**config.mk**
```make
export PLATFORM = sky130hd
export DESIGN_NAME = dcache_wr_buffer
export DESIGN_NICKNAME = d
export VERILOG_FILES = /design/src/rtl/dcache_wr_buffer.sv
export SDC_FILE = /design/constraint.sdc
export NUM_CORES = 1
export LEC_CHECK = 0
export ABC_CLOCK_PERIOD_IN_PS = 7800
export BUFFER_PORTS_ARGS = -buffer_cell sky130_fd_sc_hd__buf_2
export CAP_MARGIN = 40
export CORE_ASPECT_RATIO = 1.1
export CORE_MARGIN = 2
export CORE_UTILIZATION = 47
export DETAILED_ROUTE_END_ITERATION = 12
export MAX_ROUTING_LAYER = met4
export PLACE_DENSITY = 0.76
export SLEW_MARGIN = 20
export SYNTH_ARGS = -nofsm -noshare
export SYNTH_HDL_FRONTEND = slang
export SYNTH_SLANG_ARGS = --single-unit
export TNS_END_PERCENT = 100
```
**constraint.sdc**
```tcl
create_clock -name clk -period 7.8 [get_ports clk]
set_input_delay 1.95 -clock clk [delete_from_list [all_inputs] [get_ports clk]]
set_output_delay 1.95 -clock clk [all_outputs]
set_load 0.02 [all_outputs]
```
**src/rtl/dcache_wr_buffer.sv**
```systemverilog
// Write buffer between the dcache and the cache-to-AXI bridge: a small FIFO of
// pending writes with a line-granular hazard check for outstanding read misses.
module dcache_wr_buffer #(
  parameter int DEPTH = 2  // 2 or 4; pointers wrap naturally at a power of two
) (
  input  logic         clk,
  input  logic         reset,
  input  logic         wr_req,
  input  logic [2:0]   wr_type,
  input  logic [31:0]  wr_addr,
  input  logic [3:0]   wr_wstrb,
  input  logic [127:0] wr_data,
  output logic         wr_rdy,
  output logic         data_wr_req,
  output logic [2:0]   data_wr_type,
  output logic [31:0]  data_wr_addr,
  output logic [3:0]   data_wr_wstrb,
  output logic [127:0] data_wr_data,
  input  logic         data_wr_rdy,
  input  logic [31:0]  rd_chk_addr,
  output logic         rd_chk_hit,
  output logic         empty
);

  localparam int PTR_W = $clog2(DEPTH);
  localparam int CNT_W = $clog2(DEPTH + 1);
  localparam logic [CNT_W-1:0] DEPTH_C = CNT_W'(DEPTH);
  localparam logic [31:0] LINE_MASK = 32'hFFFF_FFF0;

  logic [2:0]   type_q  [DEPTH];
  logic [31:0]  addr_q  [DEPTH];
  logic [3:0]   wstrb_q [DEPTH];
  logic [127:0] data_q  [DEPTH];

  logic [PTR_W-1:0] rd_ptr;
  logic [PTR_W-1:0] wr_ptr;
  logic [CNT_W-1:0] count;
  logic [PTR_W-1:0] chk_idx;
  logic             push;
  logic             pop;

  assign wr_rdy      = (count < DEPTH_C) && !reset;
  assign data_wr_req = (count != '0);
  assign empty       = (count == '0);
  assign push        = wr_req && wr_rdy;
  assign pop         = data_wr_req && data_wr_rdy;

  always_ff @(posedge clk or posedge reset) begin
    if (reset) begin
      rd_ptr <= '0;
      wr_ptr <= '0;
      count  <= '0;
    end else begin
      if (push) wr_ptr <= wr_ptr + PTR_W'(1);
      if (pop)  rd_ptr <= rd_ptr + PTR_W'(1);
      case ({push, pop})
        2'b10:   count <= count + CNT_W'(1);
        2'b01:   count <= count - CNT_W'(1);
        default: count <= count;
      endcase
    end
  end

  // Payload storage needs no reset: it is only visible through occupied slots.
  always_ff @(posedge clk) begin
    if (push) begin
      type_q[wr_ptr]  <= wr_type;
      addr_q[wr_ptr]  <= wr_addr;
      wstrb_q[wr_ptr] <= wr_wstrb;
      data_q[wr_ptr]  <= wr_data;
    end
  end

  assign data_wr_type  = data_wr_req ? type_q[rd_ptr]  : '0;
  assign data_wr_addr  = data_wr_req ? addr_q[rd_ptr]  : '0;
  assign data_wr_wstrb = data_wr_req ? wstrb_q[rd_ptr] : '0;
  assign data_wr_data  = data_wr_req ? data_q[rd_ptr]  : '0;

  // Walk occupied slots from the head; an entry being pushed is not yet stored.
  always_comb begin
    rd_chk_hit = 1'b0;
    chk_idx    = rd_ptr;
    for (int k = 0; k < DEPTH; k++) begin
      chk_idx = rd_ptr + PTR_W'(k);
      if ((CNT_W'(k) < count) &&
          (((addr_q[chk_idx] ^ rd_chk_addr) & LINE_MASK) == 32'h0))
        rd_chk_hit = 1'b1;
    end
  end

endmodule

```
==> impl_metrics.env, run 1 <==
export IMPL_vias=8183
export IMPL_syn_area_um2=13700
export IMPL_cap_violations=0
export IMPL_initial_utilization_pct=47.8
export IMPL_pwr_share_comb_pct=38.9
export IMPL_syn_num_nets=1041
export IMPL_syn_area_per_cell_um2=16.4
export IMPL_switchingPower_uw=2400
export IMPL_io_pins=374
export IMPL_clock_path_buffers=3
export IMPL_grt_pass1_wl_um=45400
export IMPL_whs_path_depth=1
export IMPL_path_clk_slew_ns=0.05
export IMPL_ant_nets=0
export IMPL_tritoncts="done"
export IMPL_internal_power_uw=4050
export IMPL_fin_skew_ns=0.0204
export IMPL_postLayoutCoreUtil_pct=59.5
export IMPL_cts_resized=0
export IMPL_rsz0062_at_grt="no"
export IMPL_first_global_vias=8566
export IMPL_syn_inst=835
export IMPL_preCtsSetupSlack_ns=2.37
export IMPL_route_detailed_wl_per_inst_um=18.8
export IMPL_cts_buffers=35
export IMPL_cp_cell_sequence="buf_4, mux2i_1, xnor2_1, nor4_1, nand4_1, o41ai_2, buf_2"
export IMPL_grt_overflow_total=0
export IMPL_post_cts_setup_buffer_count=0
export IMPL_min_period_ns=5.62
export IMPL_fin_setup_tns_ns=0
export IMPL_synth_seq_area_share_pct=74.0
export IMPL_hold_class="register to register"
export IMPL_cts_sinks=338
export IMPL_ys_ff_latch=338
export IMPL_report_final_slew_viol_count=0
export IMPL_crit_path_end_kind="primary output"
export IMPL_die_area_um2=30500
export IMPL_fin_cells=1608
export IMPL_core_area_um2=28600
export IMPL_clockPowerShare_pct=24.8
export IMPL_hold_viol=0
export IMPL_relSlewSlack_pct=34.8
export IMPL_synth_area_leaders="edfxtp_1, mux2i_1, nor2_1"
export IMPL_htreeDepth=2
export IMPL_netlist_area_leader_share_pct=73.3
export IMPL_reg2regPathDepth=5
export IMPL_slowest_delay_ns=0.96
export IMPL_place_port_buffers=369
export IMPL_drive_gt1_share_pct=34.9
export IMPL_layout_commonest_cell="buf_2"
export IMPL_swShare_pct=37.2
export IMPL_post_synth_top_area_cell="edfxtp_1"
export IMPL_dp_cells=1541
export IMPL_num_rows=65
export IMPL_ctsHoldBuffers=0
export IMPL_async_reset_ff_share_pct=1.18
export IMPL_seq_power_share_pct=36.3
export IMPL_setup_viol=0
export IMPL_max_freq_ghz=0.178
export IMPL_path_max_fanout=48
export IMPL_clock_latency_ns=0.51
export IMPL_fill_cells=2245
export IMPL_via_per_inst=5.09
export IMPL_hpwl_um=20100
export IMPL_peakVddDrop_mv=0.353
export IMPL_syn_to_final_growth_pct=24.5
export IMPL_synth_edff_count=334
export IMPL_leakage_uw=0.00701
export IMPL_yosys_warnings=0
export IMPL_drt_iter0_drc=465
export IMPL_final_cell_mix="buf_2, edfxtp_1, mux2i_1"
export IMPL_setup_slack_ns=2.18
export IMPL_die_x_um=167
export IMPL_synth_top_flop_cell="edfxtp_1"
export IMPL_fp_dieH_um=183
export IMPL_gp_congestion=0.814
export IMPL_finalCritPeriodShare_pct=72.1
export IMPL_whs_ns=0.510
export IMPL_grt_max_degree=168
export IMPL_root_buffer="clkbuf_16"
export IMPL_grtUsageTotal_pct=19.7
export IMPL_crit_arrival_ns=3.67
export IMPL_antenna_found_initial=6
export IMPL_pwr_density_cell_nw_per_um2=379
export IMPL_drc=0
export IMPL_outcome="finished, final reports clean"
export IMPL_yosysUniqueCellTypes=25
export IMPL_crit_type="register to primary output"
export IMPL_routed_wl_um=30200
export IMPL_start_kind="register"
export IMPL_crit_slowest_cell="dfrtp_4"
export IMPL_worstPathRequired_ns=5.85
export IMPL_nets=1416
export IMPL_drtPass1Iterations=4
export IMPL_worst_pin_slew_ns=0.978
## layer usage
metal	global-route usage (%)	routed length [um]
met2	34.9	15700
met5	-	0
met4	5.97	796
met1	21.9	11600
met3	5.31	2180
## cell type report
type / count / area (um^2) / share of cell area (%)
antenna: 6 / 15.0 / 0.0882
clock buffer: 47 / 942 / 5.53
clock inverter: 14 / 159 / 0.933
inverter: 4 / 15.0 / 0.0882
multi-input combinational: 452 / 3340 / 19.6
sequential: 338 / 10100 / 59.5
tap: 368 / 460 / 2.70
timing repair buffer: 379 / 1970 / 11.5
## path summary, 6_finish.rpt
check	startpoint	to	slack, ns
min	count[0]$_DFFE_PP0P_	count[0]$_DFFE_PP0P_	0.51
max	rd_ptr$_DFFE_PP0P_	rd_chk_hit	2.18
max in group asynchronous	reset	rd_ptr$_DFFE_PP0P_	6.28
max reg2reg	count[1]$_DFFE_PP0P_	addr_q[0][28]$_DFFE_PP_	5.36
min in group asynchronous	reset	wr_ptr$_DFFE_PP0P_	1.34
min reg2reg	count[0]$_DFFE_PP0P_	count[0]$_DFFE_PP0P_	0.51
## metrics by stage
stage | cell area, um^2 | power, uW
finish | 17000 | 6450
floorplan | 13700 | 4120
global placement | 15900 | 4890
detailed placement | 15900 | 4920
global route | 17000 | 6750
CTS | 17000 | 6530
## state kept, by name (all words and copies together), names as in the netlist
register / flops
addr_q: 64
rd_ptr: 1
count: 2
wr_ptr: 1
wstrb_q: 8
type_q: 6
data_q: 256
## logic make-up after synthesis
kind of cell / Yosys count / synth area share [%]
muxes: 195 / 14.3
adders and majority gates: 3 / 0.274
AOI/OAI and AO/OA: 2 / 0.155
buffers and inverters: 45 / 1.74
and+or+nand+nor: 192 / 5.68
DFF: 338 / 74.0
xor gates and xnor gates: 60 / 3.84
## worst max-delay path: cells and delay by family, from the launching register on
family | cells | cell delay [ns]
buffers and inverters | 2 | 0.83
flip-flops | 1 | 0.96
multiplexers | 1 | 0.30
AO/OA/AOI/OAI | 1 | 0.32
XOR/XNOR | 1 | 0.11
AND/OR/NAND/NOR | 2 | 0.62
## cells in the mapped netlist, types with 2 or more instances
cell and count:
clkbuf_1 18, mux2i_1 195, dfrtp_1 4, inv_1 4
edfxtp_1 334, xnor2_1 28, nand4_1 9, buf_2 16
nor2_1 169, nor4_1 5, buf_6 3, nor3_1 2
ha_1 3, xor2_1 32, buf_8 2, nand2_1 2
## power by group through the flow
stage / combinational (uW) / sequential, uW / clock [uW]
4_1_cts: 2550 / 2340 / 1640
3_3_place_gp: 2520 / 2370 / 0
5_1_grt: 2690 / 2360 / 1710
2_1_floorplan: 1780 / 2340 / 0
3_5_place_dp: 2530 / 2380 / 0
6_report: 2510 / 2340 / 1600
Note: power is estimated with default switching activity, not from simulation.
==> run 2: changes to the inputs <==
ABC_CLOCK_PERIOD_IN_PS = 5750   (was 7800)
CORE_UTILIZATION = 52   (was 47)
PLACE_DENSITY = 0.79   (was 0.76)
clock period = 5.75 ns   (was 7.8 ns; I/O delays follow)
==> run 2 against run 1 <==
First-iteration DRC count is 19% lower. Critical endpoint unchanged. Worst hold slack better by 0.011 ns. Clock-buffer cell count decreased by 8. Largest cell class unchanged. Die area is 9.4% lower. Flip-flop and latch count is the same. Critical path depth rose by 1. Via count grew 0.72%. Combinational power increased by 40%. Sequential share of layout area barely moved. Final cell count fell by 1.1%. Final area about the same. Highest routed layer unchanged.
==> impl_metrics.env, run 2 (synthesis gave the netlist of run 1 again) <==
export IMPL_syn_to_final_growth_pct=24.5
export IMPL_critPathBufInv=3
export IMPL_report_final_slew_viol_count=0
export IMPL_final_cell_mix="buf_2, edfxtp_1, mux2i_1"
export IMPL_path_max_fanout=39
export IMPL_vias=8242
export IMPL_outcome="finished, final reports clean"
export IMPL_antenna_found_initial=7
export IMPL_switchingPower_uw=3230
export IMPL_clock_path_buffers=3
export IMPL_hold_viol=0
export IMPL_largest_register_ff_count=256
export IMPL_crit_type="register to primary output"
export IMPL_rsz0062_at_grt="no"
export IMPL_cts_resized=0
export IMPL_swShare_pct=37.0
export IMPL_htreeDepth=1
export IMPL_relSlewSlack_pct=49.6
export IMPL_ant_nets=0
export IMPL_place_port_buffers=369
export IMPL_power_uw=8740
export IMPL_post_cts_setup_buffer_count=0
export IMPL_grtUsageTotal_pct=22.3
export IMPL_ctsHoldBuffers=0
export IMPL_core_area_um2=26000
export IMPL_cts_buffers=31
export IMPL_hpwl_um=20200
export IMPL_crit_slowest_cell="dfrtp_4"
export IMPL_pwr_share_comb_pct=40.3
export IMPL_dp_cells=1527
export IMPL_root_buffer="clkbuf_16"
export IMPL_pwr_density_cell_nw_per_um2=513
export IMPL_cp_top_family="buffers and inverters"
export IMPL_num_rows=62
export IMPL_die_x_um=159
export IMPL_initial_utilization_pct=52.6
export IMPL_leakage_uw=0.00701
export IMPL_peakVddDrop_mv=0.403
export IMPL_worstPathRequired_ns=4.31
export IMPL_cts_sinks=338
export IMPL_finalCritPeriodShare_pct=81.5
export IMPL_layout_commonest_cell="buf_2"
export IMPL_seq_power_share_pct=35.8
export IMPL_top_register="data_q"
export IMPL_crit_arrival_ns=3.25
export IMPL_setup_viol=0
export IMPL_cp_cell_sequence="buf_16, buf_4, mux2i_1, xnor2_1, nor4_1, nand4_1, o41ai_2, buf_2"
export IMPL_drtPass1Iterations=5
export IMPL_grt_overflow_total=0
export IMPL_slowest_delay_ns=0.64
export IMPL_postLayoutCoreUtil_pct=65.5
export IMPL_route_detailed_wl_per_inst_um=19.1
export IMPL_routed_wl_um=30400
export IMPL_clock_latency_ns=0.54
export IMPL_nets=1414
export IMPL_first_global_vias=8609
export IMPL_path_clk_slew_ns=0.06
export IMPL_drt_iter0_drc=375
export IMPL_cap_violations=0
export IMPL_die_area_um2=27600
export IMPL_io_pins=374
export IMPL_drive_gt1_share_pct=34.8
export IMPL_clockPowerShare_pct=23.9
export IMPL_fp_dieH_um=174
export IMPL_grt_max_degree=100
export IMPL_crit_path_end_kind="primary output"
export IMPL_grt_pass1_wl_um=45600
export IMPL_min_period_ns=4.69
export IMPL_drc=0
export IMPL_fin_skew_ns=0.00876
export IMPL_start_kind="register"
export IMPL_internal_power_uw=5510
export IMPL_tritoncts="done"
export IMPL_reg_largest_list="data_q (256), addr_q (64), wstrb_q (8)"
export IMPL_max_freq_ghz=0.213
export IMPL_worst_pin_slew_ns=0.755
export IMPL_fin_cells=1590
export IMPL_gp_congestion=0.788
export IMPL_hold_class="register to register"
export IMPL_fin_setup_tns_ns=0
export IMPL_via_per_inst=5.18
## run 2: layer usage
metal,GRT usage [%],vias to the layer above,wire [um]
li1,-,3842,-
met1,24.1,4004,10900
met2,38.7,337,15800
met3,6.81,59,2730
met4,7.39,0,923
met5,-,-,0
## run 2: power by group through the flow
| stage | Sequential [uW] | Clock [uW] | Combinational, uW |
|---|---|---|---|
| after detailed placement | 3180 | 0 | 3520 |
| after floorplan | 3150 | 0 | 2420 |
| final | 3130 | 2090 | 3520 |
| after global routing | 3150 | 2220 | 3780 |
| after global placement | 3220 | 0 | 3390 |
| after CTS | 3130 | 2120 | 3550 |
## run 2: path summary, 6_finish.rpt
kind,slack (ns),endpoint,cells after the start,from
setup / recovery,1.06,rd_chk_hit,8,rd_ptr$_DFFE_PP0P_
hold / removal,0.52,count[0]$_DFFE_PP0P_,1,count[0]$_DFFE_PP0P_
setup reg to reg,3.53,data_q[1][58]$_DFFE_PP_,3,count[1]$_DFFE_PP0P_
hold reg to reg,0.52,count[0]$_DFFE_PP0P_,1,count[0]$_DFFE_PP0P_
max in group asynchronous,4.79,rd_ptr$_DFFE_PP0P_,2,reset
min in group asynchronous,0.79,count[1]$_DFFE_PP0P_,2,reset
## run 2: metrics by stage
stage | cell area (um^2) | setup WS [ns] | hold WS, ns
after floorplan | 13700 | 0.815 | 0.473
after global placement | 15900 | 1.43 | 0.495
after detailed placement | 16000 | 1.43 | 0.512
after CTS | 17000 | 1.03 | 0.522
after global routing | 17000 | 0.834 | 0.541
final | 17000 | 1.06 | 0.522
## run 2: cell type report
class | count | area (um^2)
antenna | 9 | 22.5
clock buffer | 39 | 806
clock inverter | 15 | 219
fill | 1826 | 8950
inverter | 4 | 15.0
multi-input combinational | 452 | 3340
sequential | 338 | 10100
tap | 352 | 440
timing repair buffer | 381 | 2060
## run 2: worst register-to-register path, stage by stage (launching register included)
cell and delay, ns:
dfrtp_1 0.40, nor2_1 0.17, and3_4 0.69, buf_4 0.60
==> run 3: changes to the inputs <==
ABC_CLOCK_PERIOD_IN_PS = 4000   (was 5750)
CORE_UTILIZATION = 47   (was 52)
PLACE_DENSITY = 0.76   (was 0.79)
clock period = 4 ns   (was 5.75 ns; I/O delays follow)
==> run 3 against run 2 <==
Sequential power up 43%. Via count about the same. Critical path depth down 1. Clock skew up 0.0031 ns. Utilization down 5.4 points. Global-route usage down 2.7 points. Register-to-register slack worse by 1.6 ns. Non-clock buffer count up 13. Power up 45%. Clock power up 47%. Setup slack worse by 0.90 ns. Critical path type unchanged. Critical endpoint unchanged. Largest power group unchanged.
==> impl_metrics.env, run 3 (synthesis gave the netlist of run 1 again) <==
export IMPL_clockPowerShare_pct=24.1
export IMPL_syn_to_final_growth_pct=25.9
export IMPL_clock_path_buffers=3
export IMPL_io_pins=374
export IMPL_vias=8234
export IMPL_internal_power_uw=8000
export IMPL_start_kind="register"
export IMPL_outcome="finished, final reports clean"
export IMPL_first_global_vias=8492
export IMPL_core_area_um2=28600
export IMPL_tritoncts="done"
export IMPL_path_max_fanout=11
export IMPL_cts_sinks=338
export IMPL_finalCritPeriodShare_pct=95.9
export IMPL_hold_class="input pin to async pin"
export IMPL_final_cell_mix="buf_2, edfxtp_1, mux2i_1"
export IMPL_fin_setup_tns_ns=0
export IMPL_dp_cells=1548
export IMPL_hpwl_um=20400
export IMPL_htreeDepth=2
export IMPL_fin_skew_ns=0.0118
export IMPL_grt_max_degree=101
export IMPL_grtUsageTotal_pct=19.6
export IMPL_hold_viol=0
export IMPL_swShare_pct=37.1
export IMPL_pwr_share_comb_pct=40.6
export IMPL_root_buffer="clkbuf_16"
export IMPL_antenna_found_initial=7
export IMPL_via_per_inst=5.06
export IMPL_max_freq_ghz=0.261
export IMPL_cts_resized=0
export IMPL_grt_pass1_wl_um=44800
export IMPL_rsz0062_at_grt="no"
export IMPL_leakage_uw=0.00710
export IMPL_setup_viol=0
export IMPL_postLayoutCoreUtil_pct=60.2
export IMPL_setup_slack_ns=0.164
export IMPL_drt_iter0_drc=479
export IMPL_ctsHoldBuffers=0
export IMPL_switchingPower_uw=4710
export IMPL_post_cts_setup_buffer_count=1
export IMPL_gp_congestion=0.872
export IMPL_crit_arrival_ns=2.84
export IMPL_path_clk_slew_ns=0.06
export IMPL_relSlewSlack_pct=52.2
export IMPL_cts_buffers=35
export IMPL_cap_violations=0
export IMPL_place_port_buffers=369
export IMPL_grt_overflow_total=0
export IMPL_num_rows=65
export IMPL_reg_largest_list="data_q (256), addr_q (64), wstrb_q (8)"
export IMPL_min_period_ns=3.84
export IMPL_pwr_density_cell_nw_per_um2=737
export IMPL_preCtsSetupSlack_ns=0.461
export IMPL_ant_nets=0
export IMPL_nets=1431
export IMPL_drc=0
export IMPL_largest_register_ff_count=256
export IMPL_drive_gt1_share_pct=35.8
export IMPL_worst_pin_slew_ns=0.717
export IMPL_die_x_um=167
export IMPL_layout_commonest_cell="buf_2"
export IMPL_initial_utilization_pct=47.8
export IMPL_clock_latency_ns=0.50
export IMPL_die_area_um2=30500
export IMPL_seq_power_share_pct=35.2
export IMPL_worstPathRequired_ns=3.00
export IMPL_crit_type="register to primary output"
export IMPL_fp_dieH_um=183
export IMPL_report_final_slew_viol_count=0
export IMPL_route_detailed_wl_per_inst_um=18.5
export IMPL_drtPass1Iterations=5
export IMPL_fin_cells=1626
export IMPL_peakVddDrop_mv=0.538
export IMPL_routed_wl_um=30000
export IMPL_crit_path_end_kind="primary output"
export IMPL_top_register="data_q"
export IMPL_reg2regPathDepth=7
-- run 3: cell types whose count changed in the layout (fill, tap and decap cells not counted), sizes merged --
cell and delta:
buf +13, diode -1, clkinvlp +1, inv +1, bufinv -4, clkbuf +10
-- run 3: layout make-up --
class	instances	area (um^2)
repair buffers	394	2170
well taps	368	460
fillers	2193	11400
flip-flops and latches	338	10100
clock buffers	49	960
diodes	8	20.0
clock inverters	13	126
multi-input cells	452	3350
inverters	4	15.0
-- run 3: critical path, stage by stage, from the launching register on --
cell and delay (ns):
dfrtp_4 0.55, buf_4 0.20, mux2i_1 0.23, xor2_1 0.18
nand4_1 0.12, or4_1 0.48, o41ai_2 0.33, buf_2 0.22
-- run 3: power groups by stage --
stage	combinational, uW	sequential [uW]	clock (uW)
after floorplan	3480	4520	0
after CTS	5140	4500	3140
after global placement	5010	4570	0
after global routing	5520	4510	3270
after detailed placement	5040	4600	0
final	5160	4480	3070
-- run 3: worst paths after layout --
path | from | slack (ns) | endpoint
setup / recovery | rd_ptr$_DFFE_PP0P_ | 0.16 | rd_chk_hit
hold / removal | reset | 0.40 | count[0]$_DFFE_PP0P_
setup reg to reg | count[1]$_DFFE_PP0P_ | 1.92 | count[1]$_DFFE_PP0P_
hold reg to reg | count[0]$_DFFE_PP0P_ | 0.51 | count[0]$_DFFE_PP0P_
max in group asynchronous | reset | 3.43 | rd_ptr$_DFFE_PP0P_
min in group clk | count[0]$_DFFE_PP0P_ | 0.51 | count[0]$_DFFE_PP0P_
-- run 3: per-layer routing --
metal / GRT usage (%) / routed length [um]
met1: 21.2 / 11100
met3: 5.68 / 2300
met4: 7.31 / 911
met2: 34.3 / 15700
met5: - / 0
-- run 3: metrics by stage --
stage	hold slack (ns)	instance area [um^2]	total power [uW]
after floorplan	0.473	13700	8010
after global placement	0.494	16000	9580
after CTS	0.376	17100	12800
final	0.398	17200	12700
after global routing	0.388	17200	13300
after detailed placement	0.500	16000	9650
